## src/rtl/sum_of_squares_if.sv

```systemverilog
// sum_of_squares_if: request/result bundle for the sum_of_squares unit.
//   start    request strobe (sampled only while the unit is idle)
//   x_in     signed fixed-point operand
//   y_in     signed fixed-point operand
//   busy     computation in flight
//   done     one-cycle result strobe
//   sum_out  unsigned x^2+y^2, held until the next done
//   overflow result saturated, held with sum_out
// master = requester side, slave = the unit.
interface sum_of_squares_if #(
  parameter int WIDTH = 32
);
  logic             start;
  logic [WIDTH-1:0] x_in;
  logic [WIDTH-1:0] y_in;
  logic             busy;
  logic             done;
  logic [WIDTH-1:0] sum_out;
  logic             overflow;

  modport master (
    output start, x_in, y_in,
    input  busy, done, sum_out, overflow
  );

  modport slave (
    input  start, x_in, y_in,
    output busy, done, sum_out, overflow
  );
endinterface

```

## src/rtl/sum_of_squares.sv

```systemverilog
// sum_of_squares: sequential x^2 + y^2 on signed fixed-point operands,
// producing the unsigned fixed-point value fed to the sqrt block.
// Squaring is shift-add, one multiplier bit per clock: WIDTH cycles for |x|,
// WIDTH cycles for |y| into a shared accumulator, then one finishing cycle
// that truncates away FRAC_WIDTH bits and saturates to WIDTH bits.
// Ports:
//   clk   rising-edge clock
//   rst   asynchronous active-low reset
//   bus   sum_of_squares_if.slave (start/x_in/y_in in, busy/done/sum_out/overflow out)
// FRAC_WIDTH must be even and less than WIDTH so the squared format lines
// back up with the operand format after the shift.
module sum_of_squares #(
  parameter int WIDTH      = 32,
  parameter int FRAC_WIDTH = 30
) (
  input logic          clk,
  input logic          rst,
  sum_of_squares_if.slave bus
);

  localparam int ACC_W = 2*WIDTH + 1;
  localparam int CNT_W = $clog2(WIDTH);

  typedef enum logic [1:0] {IDLE, SQX, SQY, FIN} state_t;

  state_t             state_q, state_d;
  logic [CNT_W-1:0]   cnt_q;
  logic [WIDTH-1:0]   mag_y_q;   // |y| parked until the SQY pass
  logic [WIDTH-1:0]   mplier_q;  // multiplier, shifted right: bit 0 == bit[count]
  logic [2*WIDTH-1:0] mcand_q;   // multiplicand, shifted left: == |v| << count
  logic [ACC_W-1:0]   acc_q;
  logic               busy_q, done_q, ovf_q;
  logic [WIDTH-1:0]   sum_q;

  logic [WIDTH-1:0]   mag_x, mag_y;
  logic               last_bit;
  logic [ACC_W-1:0]   acc_step;
  logic [ACC_W-1:0]   res_full;
  logic               sat;

  // Two's-complement magnitude; the most negative value maps to 2^(WIDTH-1),
  // which is still exact as an unsigned WIDTH-bit number.
  assign mag_x = bus.x_in[WIDTH-1] ? (~bus.x_in + WIDTH'(1)) : bus.x_in;
  assign mag_y = bus.y_in[WIDTH-1] ? (~bus.y_in + WIDTH'(1)) : bus.y_in;

  assign last_bit = (cnt_q == CNT_W'(WIDTH-1));
  assign acc_step = mplier_q[0] ? (acc_q + {1'b0, mcand_q}) : acc_q;

  // Back to operand format; anything at or above bit WIDTH means saturation.
  assign res_full = acc_q >> FRAC_WIDTH;
  assign sat      = |res_full[ACC_W-1:WIDTH];

  // Next-state logic
  always_comb begin
    state_d = state_q;
    case (state_q)
      IDLE:    if (bus.start) state_d = SQX;
      SQX:     if (last_bit)  state_d = SQY;
      SQY:     if (last_bit)  state_d = FIN;
      FIN:     state_d = IDLE;
      default: state_d = IDLE;
    endcase
  end

  always_ff @(posedge clk or negedge rst) begin
    if (!rst) state_q <= IDLE;
    else      state_q <= state_d;
  end

  // Datapath and registered outputs
  always_ff @(posedge clk or negedge rst) begin
    if (!rst) begin
      cnt_q    <= '0;
      mag_y_q  <= '0;
      mplier_q <= '0;
      mcand_q  <= '0;
      acc_q    <= '0;
      busy_q   <= 1'b0;
      done_q   <= 1'b0;
      ovf_q    <= 1'b0;
      sum_q    <= '0;
    end else begin
      busy_q <= (state_d != IDLE);
      done_q <= 1'b0;
      case (state_q)
        IDLE: begin
          if (bus.start) begin
            mag_y_q  <= mag_y;
            mplier_q <= mag_x;
            mcand_q  <= {{WIDTH{1'b0}}, mag_x};
            acc_q    <= '0;
            cnt_q    <= '0;
          end
        end
        SQX: begin
          acc_q <= acc_step;
          if (last_bit) begin
            // hand the shared shift-add engine over to |y|
            cnt_q    <= '0;
            mplier_q <= mag_y_q;
            mcand_q  <= {{WIDTH{1'b0}}, mag_y_q};
          end else begin
            cnt_q    <= cnt_q + CNT_W'(1);
            mplier_q <= mplier_q >> 1;
            mcand_q  <= mcand_q << 1;
          end
        end
        SQY: begin
          acc_q <= acc_step;
          if (last_bit) begin
            cnt_q <= '0;
          end else begin
            cnt_q    <= cnt_q + CNT_W'(1);
            mplier_q <= mplier_q >> 1;
            mcand_q  <= mcand_q << 1;
          end
        end
        FIN: begin
          sum_q  <= sat ? {WIDTH{1'b1}} : res_full[WIDTH-1:0];
          ovf_q  <= sat;
          done_q <= 1'b1;
        end
        default: ;
      endcase
    end
  end

  assign bus.busy     = busy_q;
  assign bus.done     = done_q;
  assign bus.sum_out  = sum_q;
  assign bus.overflow = ovf_q;

endmodule

```

## src/flat_wrapper.sv

```systemverilog
// flat-port wrapper written by rule: the top's interface ports become plain ports
module sum_of_squares_flat 
#(
  parameter int WIDTH      = 32,
  parameter int FRAC_WIDTH = 30
)
  (clk, rst, bus_start, bus_x_in, bus_y_in, bus_busy, bus_done, bus_sum_out, bus_overflow);
  sum_of_squares_if #(.WIDTH(WIDTH)) bus_i ();
  input logic clk;
  input logic rst;
  input wire logic [$bits(bus_i.start)-1:0] bus_start;
  input wire logic [$bits(bus_i.x_in)-1:0] bus_x_in;
  input wire logic [$bits(bus_i.y_in)-1:0] bus_y_in;
  output wire logic [$bits(bus_i.busy)-1:0] bus_busy;
  output wire logic [$bits(bus_i.done)-1:0] bus_done;
  output wire logic [$bits(bus_i.sum_out)-1:0] bus_sum_out;
  output wire logic [$bits(bus_i.overflow)-1:0] bus_overflow;
  assign bus_i.start = bus_start;
  assign bus_i.x_in = bus_x_in;
  assign bus_i.y_in = bus_y_in;
  assign bus_busy = bus_i.busy;
  assign bus_done = bus_i.done;
  assign bus_sum_out = bus_i.sum_out;
  assign bus_overflow = bus_i.overflow;
  sum_of_squares #(.WIDTH(WIDTH), .FRAC_WIDTH(FRAC_WIDTH)) u_core (.clk(clk), .rst(rst), .bus(bus_i));
endmodule
```

## config.mk

```make
export PLATFORM = sky130hd
export DESIGN_NAME = sum_of_squares_flat
export DESIGN_NICKNAME = d
export VERILOG_FILES = /design/src/rtl/sum_of_squares_if.sv /design/src/rtl/sum_of_squares.sv /design/src/flat_wrapper.sv
export SDC_FILE = /design/constraint.sdc
export NUM_CORES = 1
export LEC_CHECK = 0
export BUFFER_PORTS_ARGS = -buffer_cell sky130_fd_sc_hd__buf_2
export CORE_MARGIN = 5
export CORE_UTILIZATION = 62
export DETAILED_ROUTE_END_ITERATION = 12
export HOLD_SLACK_MARGIN = 0.12
export PLACE_DENSITY = 0.85
export RECOVER_POWER = 25
export REMOVE_ABC_BUFFERS = 1
export SYNTH_ARGS = -nofsm -noshare
export SYNTH_HDL_FRONTEND = slang
export SYNTH_SLANG_ARGS = --single-unit
```

## constraint.sdc

```tcl
create_clock -name clk -period 4.54 [get_ports clk]
set_clock_uncertainty 0.15 [all_clocks]
set_input_delay 0.908 -clock clk [delete_from_list [all_inputs] [get_ports clk]]
set_output_delay 0.908 -clock clk [all_outputs]
set_load 0.005 [all_outputs]
```

==> out/qor.yml <==
clocking:
  clk_pin_slew_worst_paths_ns: 0.06
  clockBufferDepth: 3
  root_buffer: "clkbuf_16"
  holdBufCountCts: 0
  cts_sinks: 235
  clock_latency_ns: 0.54
  cts_resized: 0
  post_cts_buffers: 0
  cts_tree: "yes"
  cts.htree.levels: 1
  cts_buffers: 26
floorplan:
  core_area_um2: 24200
  die_y_um: 167
  die_w_um: 167
  initial_core_util_pct: 62.9
  fp.dieArea_um2: 27800
  io_pins: 102
  placementRows: 57
yosys:
  ys.warnings.count: 0
  synth_area_leaders: "dfrtp_1, o21ai_0, nand2_1"
  avgSynthCellArea_um2: 8.52
  yosysTopAreaCell: "dfrtp_1"
  syn-instance-count: 1790
  ys_seq_area_share_pct: 38.6
  ys_types: 66
  synth_flop_cell: "dfrtp_1"
  synth_area_um2: 15200
  ys_ff_latch: 235
  synth_edf_count: 0
  synth-async-reset-ratio_pct: 100
  yosysTopAreaCellShare_pct: 38.6
critical_path:
  critical_path_class: "in -> reg"
  crit_family: "simple AND/OR/NAND/NOR gates"
  worstPathArrival_ns: 4.41
  cp_slowest_cell: "or4_1"
  cp.required_ns: 4.80
  startpoint_type: "primary input"
  r2r-start: "u_core.mcand_q[16]$_DFFE_PN0P_"
  setup.worst_path.start: "bus_x_in[6]"
  crit_fanout: 4
  cp.buffers_inverters: 1
  cp_common_cell: "or4_4"
  endpoint_kind: "flop"
  crit_chain: "buf_2 > or4_1 > or2_1 > or4_4 > or4_4 > or3_1 > or4_4 > o41ai_2 > xor2_1 > nor3_1 > a221o_1"
  cpPeakStageDelay_ns: 0.54
timing:
  rsz0062_at_grt: "no"
  worstMarginPinSlew_ns: 2.79
  hold_ws_ns: 0.335
  min_period_over_period_pct: 91.4
  slew_viol_final: 147
  setup_viol: 0
  slew-limit-headroom_pct: -85.8
  setup_ws_ns: 0.389
  fmax_ghz: 0.241
  fin_crit_ns: 4.15
  hold_violations: 0
global_routing:
  grt_pass1_wl_um: 67100
  grt_use_total_pct: 28.2
  grt.overflow.total: 0
  grt_max_degree: 110
  first_global_vias: 13800
  antenna_found_initial: 0
drt:
  drc: 0
  ant_nets: 0
  routedWlPerCell_um: 18.4
  dr.pass1.iters: 5
  vias: 13800
  avgViaCountPerCell: 6.34
  wirelength_um: 40000
  drt-initial-drc-count: 1158
power_and_ir_drop:
  pwr-share-clk_pct: 22.8
  ir_worst_vdd_uv: 418
  power_density_nw_per_um2: 561
  finalPower_mw: 9.49
  switchingPower_mw: 3.95
  comb_power_share_pct: 43.6
  leakage_nw: 7.34
  internal-power_mw: 5.54
  pwr-share-seq_pct: 33.6
  switching_share_pct: 41.6
place:
  io_buffers: 101
  dp_worst_setup_slack_ns: -0.123
  place_hpwl_um: 27800
  gp_congestion: 0.925
  place_inst: 2134
worst_hold_path:
  min_path_type: "reg -> reg"
  min_from: "u_core.cnt_q[4]$_DFFE_PN0P_"
cells_and_area:
  num-nets-final: 1978
  antenna_cells: 0
  finalNonFillerCells: 2180
  drive_gt1_share_pct: 10.9
  n_fill_cell: 1887
  area_delta_synth_final_pct: 10.9
status:
  violations: "capacitance limit, slew limit"
  status: "complete, but fails checks"
flow_run:
  cap_violations: 2
==> cells in the final DEF, fill, tap and decap left out, types with 9 or more instances in the layout <==
cell	count
xor2_1	67
or4_1	15
nor3_1	19
mux2i_1	35
nand2b_1	10
ha_1	67
o21bai_1	13
nand3_1	56
o31ai_1	25
nor2_1	104
a22o_1	82
buf_4	29
inv_1	59
xnor2_1	41
nor2b_1	37
o21ai_0	190
a21oi_1	142
clkbuf_16	27
o21a_1	9
o41ai_1	11
nand2_1	247
nand4_1	22
a21o_1	28
and2_1	16
buf_2	100
a31oi_1	12
or3_1	16
dfrtp_1	235
==> final cells by class <==
| cell class | instances | area [um^2] | area share, % |
|---|---|---|---|
| inverter | 60 | 225 | 1.33 |
| tap | 324 | 405 | 2.40 |
| clock buffer | 37 | 783 | 4.63 |
| timing repair buffer | 133 | 754 | 4.46 |
| multi-input combinational | 1382 | 8750 | 51.8 |
| sequential | 235 | 5880 | 34.8 |
| clock inverter | 9 | 103 | 0.607 |
==> worst reg2reg max path: cells and delay by family, from the launching register on <==
kind | cells | cell delay, ns
buffers and inverters | 2 | 0.35
adders and majority gates | 1 | 0.42
and+or+nand+nor | 4 | 1.13
DFF | 1 | 0.41
AOI/OAI and AO/OA | 6 | 1.50
==> flip-flops by register name, summed over array words and instances (netlist names) <==
name	flops
u_core.bus.overflow	1
u_core.acc_q	65
u_core.mcand_q	64
u_core.bus.busy	1
u_core.bus.sum_out	32
u_core.bus.done	1
u_core.cnt_q	5
u_core.mag_y_q	32
u_core.mplier_q	32
u_core.state_q	2
==> layer usage <==
metal | share of wire (%) | wire length (um) | GRT usage [%] | vias to the layer above
met4 | 3.0 | 1210 | 9.32 | 0
li1 | - | - | - | 6535
met3 | 6.2 | 2490 | 3.65 | 97
met5 | 0 | 0 | 0 | -
met1 | 41 | 16500 | 36.5 | 6691
met2 | 50 | 19900 | 49.2 | 508
==> kinds of logic after synthesis <==
family | share of synthesized area (%)
multiplexers | 2.52
flip-flops | 38.6
adder cells (fa/ha/maj) | 6.04
AND/OR/NAND/NOR | 17.3
AO/OA/AOI/OAI | 25.0
buffers and inverters | 4.28
XOR/XNOR | 6.21
==> power groups by stage <==
| stage | Clock [mW] | Sequential, mW | Combinational, mW |
|---|---|---|---|
| finish | 2.16 | 3.18 | 4.14 |
| global route | 2.28 | 3.25 | 4.62 |
| global placement | 0 | 3.16 | 3.87 |
| detailed placement | 0 | 3.20 | 4.02 |
| floorplan | 0 | 3.02 | 2.99 |
| CTS | 2.19 | 3.17 | 4.09 |
==> final timing paths <==
kind | to | slack, ns | cells past startpoint
min in group asynchronous | u_core.bus.sum_out[12]$_DFFE_PN0P_ | 1.07 | 1
setup / recovery | u_core.mplier_q[30]$_DFFE_PN0P_ | 0.39 | 11
max in group asynchronous | u_core.mag_y_q[22]$_DFFE_PN0P_ | 0.90 | 2
setup reg to reg | u_core.acc_q[59]$_DFFE_PN0P_ | 0.50 | 13
hold / removal | u_core.cnt_q[4]$_DFFE_PN0P_ | 0.34 | 2
hold reg to reg | u_core.cnt_q[4]$_DFFE_PN0P_ | 0.34 | 2
==> stage by stage <==
| step | cell area, um^2 | utilization, % | TNS [ns] |
|---|---|---|---|
| floorplan | 14800 | - | -27.20 |
| finish | 16900 | 69.7 | 0 |
| global route | 16900 | 69.7 | 0 |
| detailed placement | 16000 | 66.2 | -0.361 |
| CTS | 16900 | 69.8 | 0 |
| global placement | 16000 | 66.2 | -0.116 |
==> cells in the mapped netlist, types with 15 or more instances <==
cell type,instances
and2_1,17
xor2_1,67
inv_1,59
nand3_1,56
xnor2_1,41
o21ai_0,190
o31ai_1,26
nand4_1,22
nor2b_1,37
mux2i_1,35
nor3_1,19
nand2_1,247
nor2_1,104
clkbuf_1,101
dfrtp_1,235
ha_1,72
or3_1,16
a21o_1,28
or4_1,15
a21oi_1,142
a22o_1,82
No activity file was read; power rests on OpenSTA's default activity.
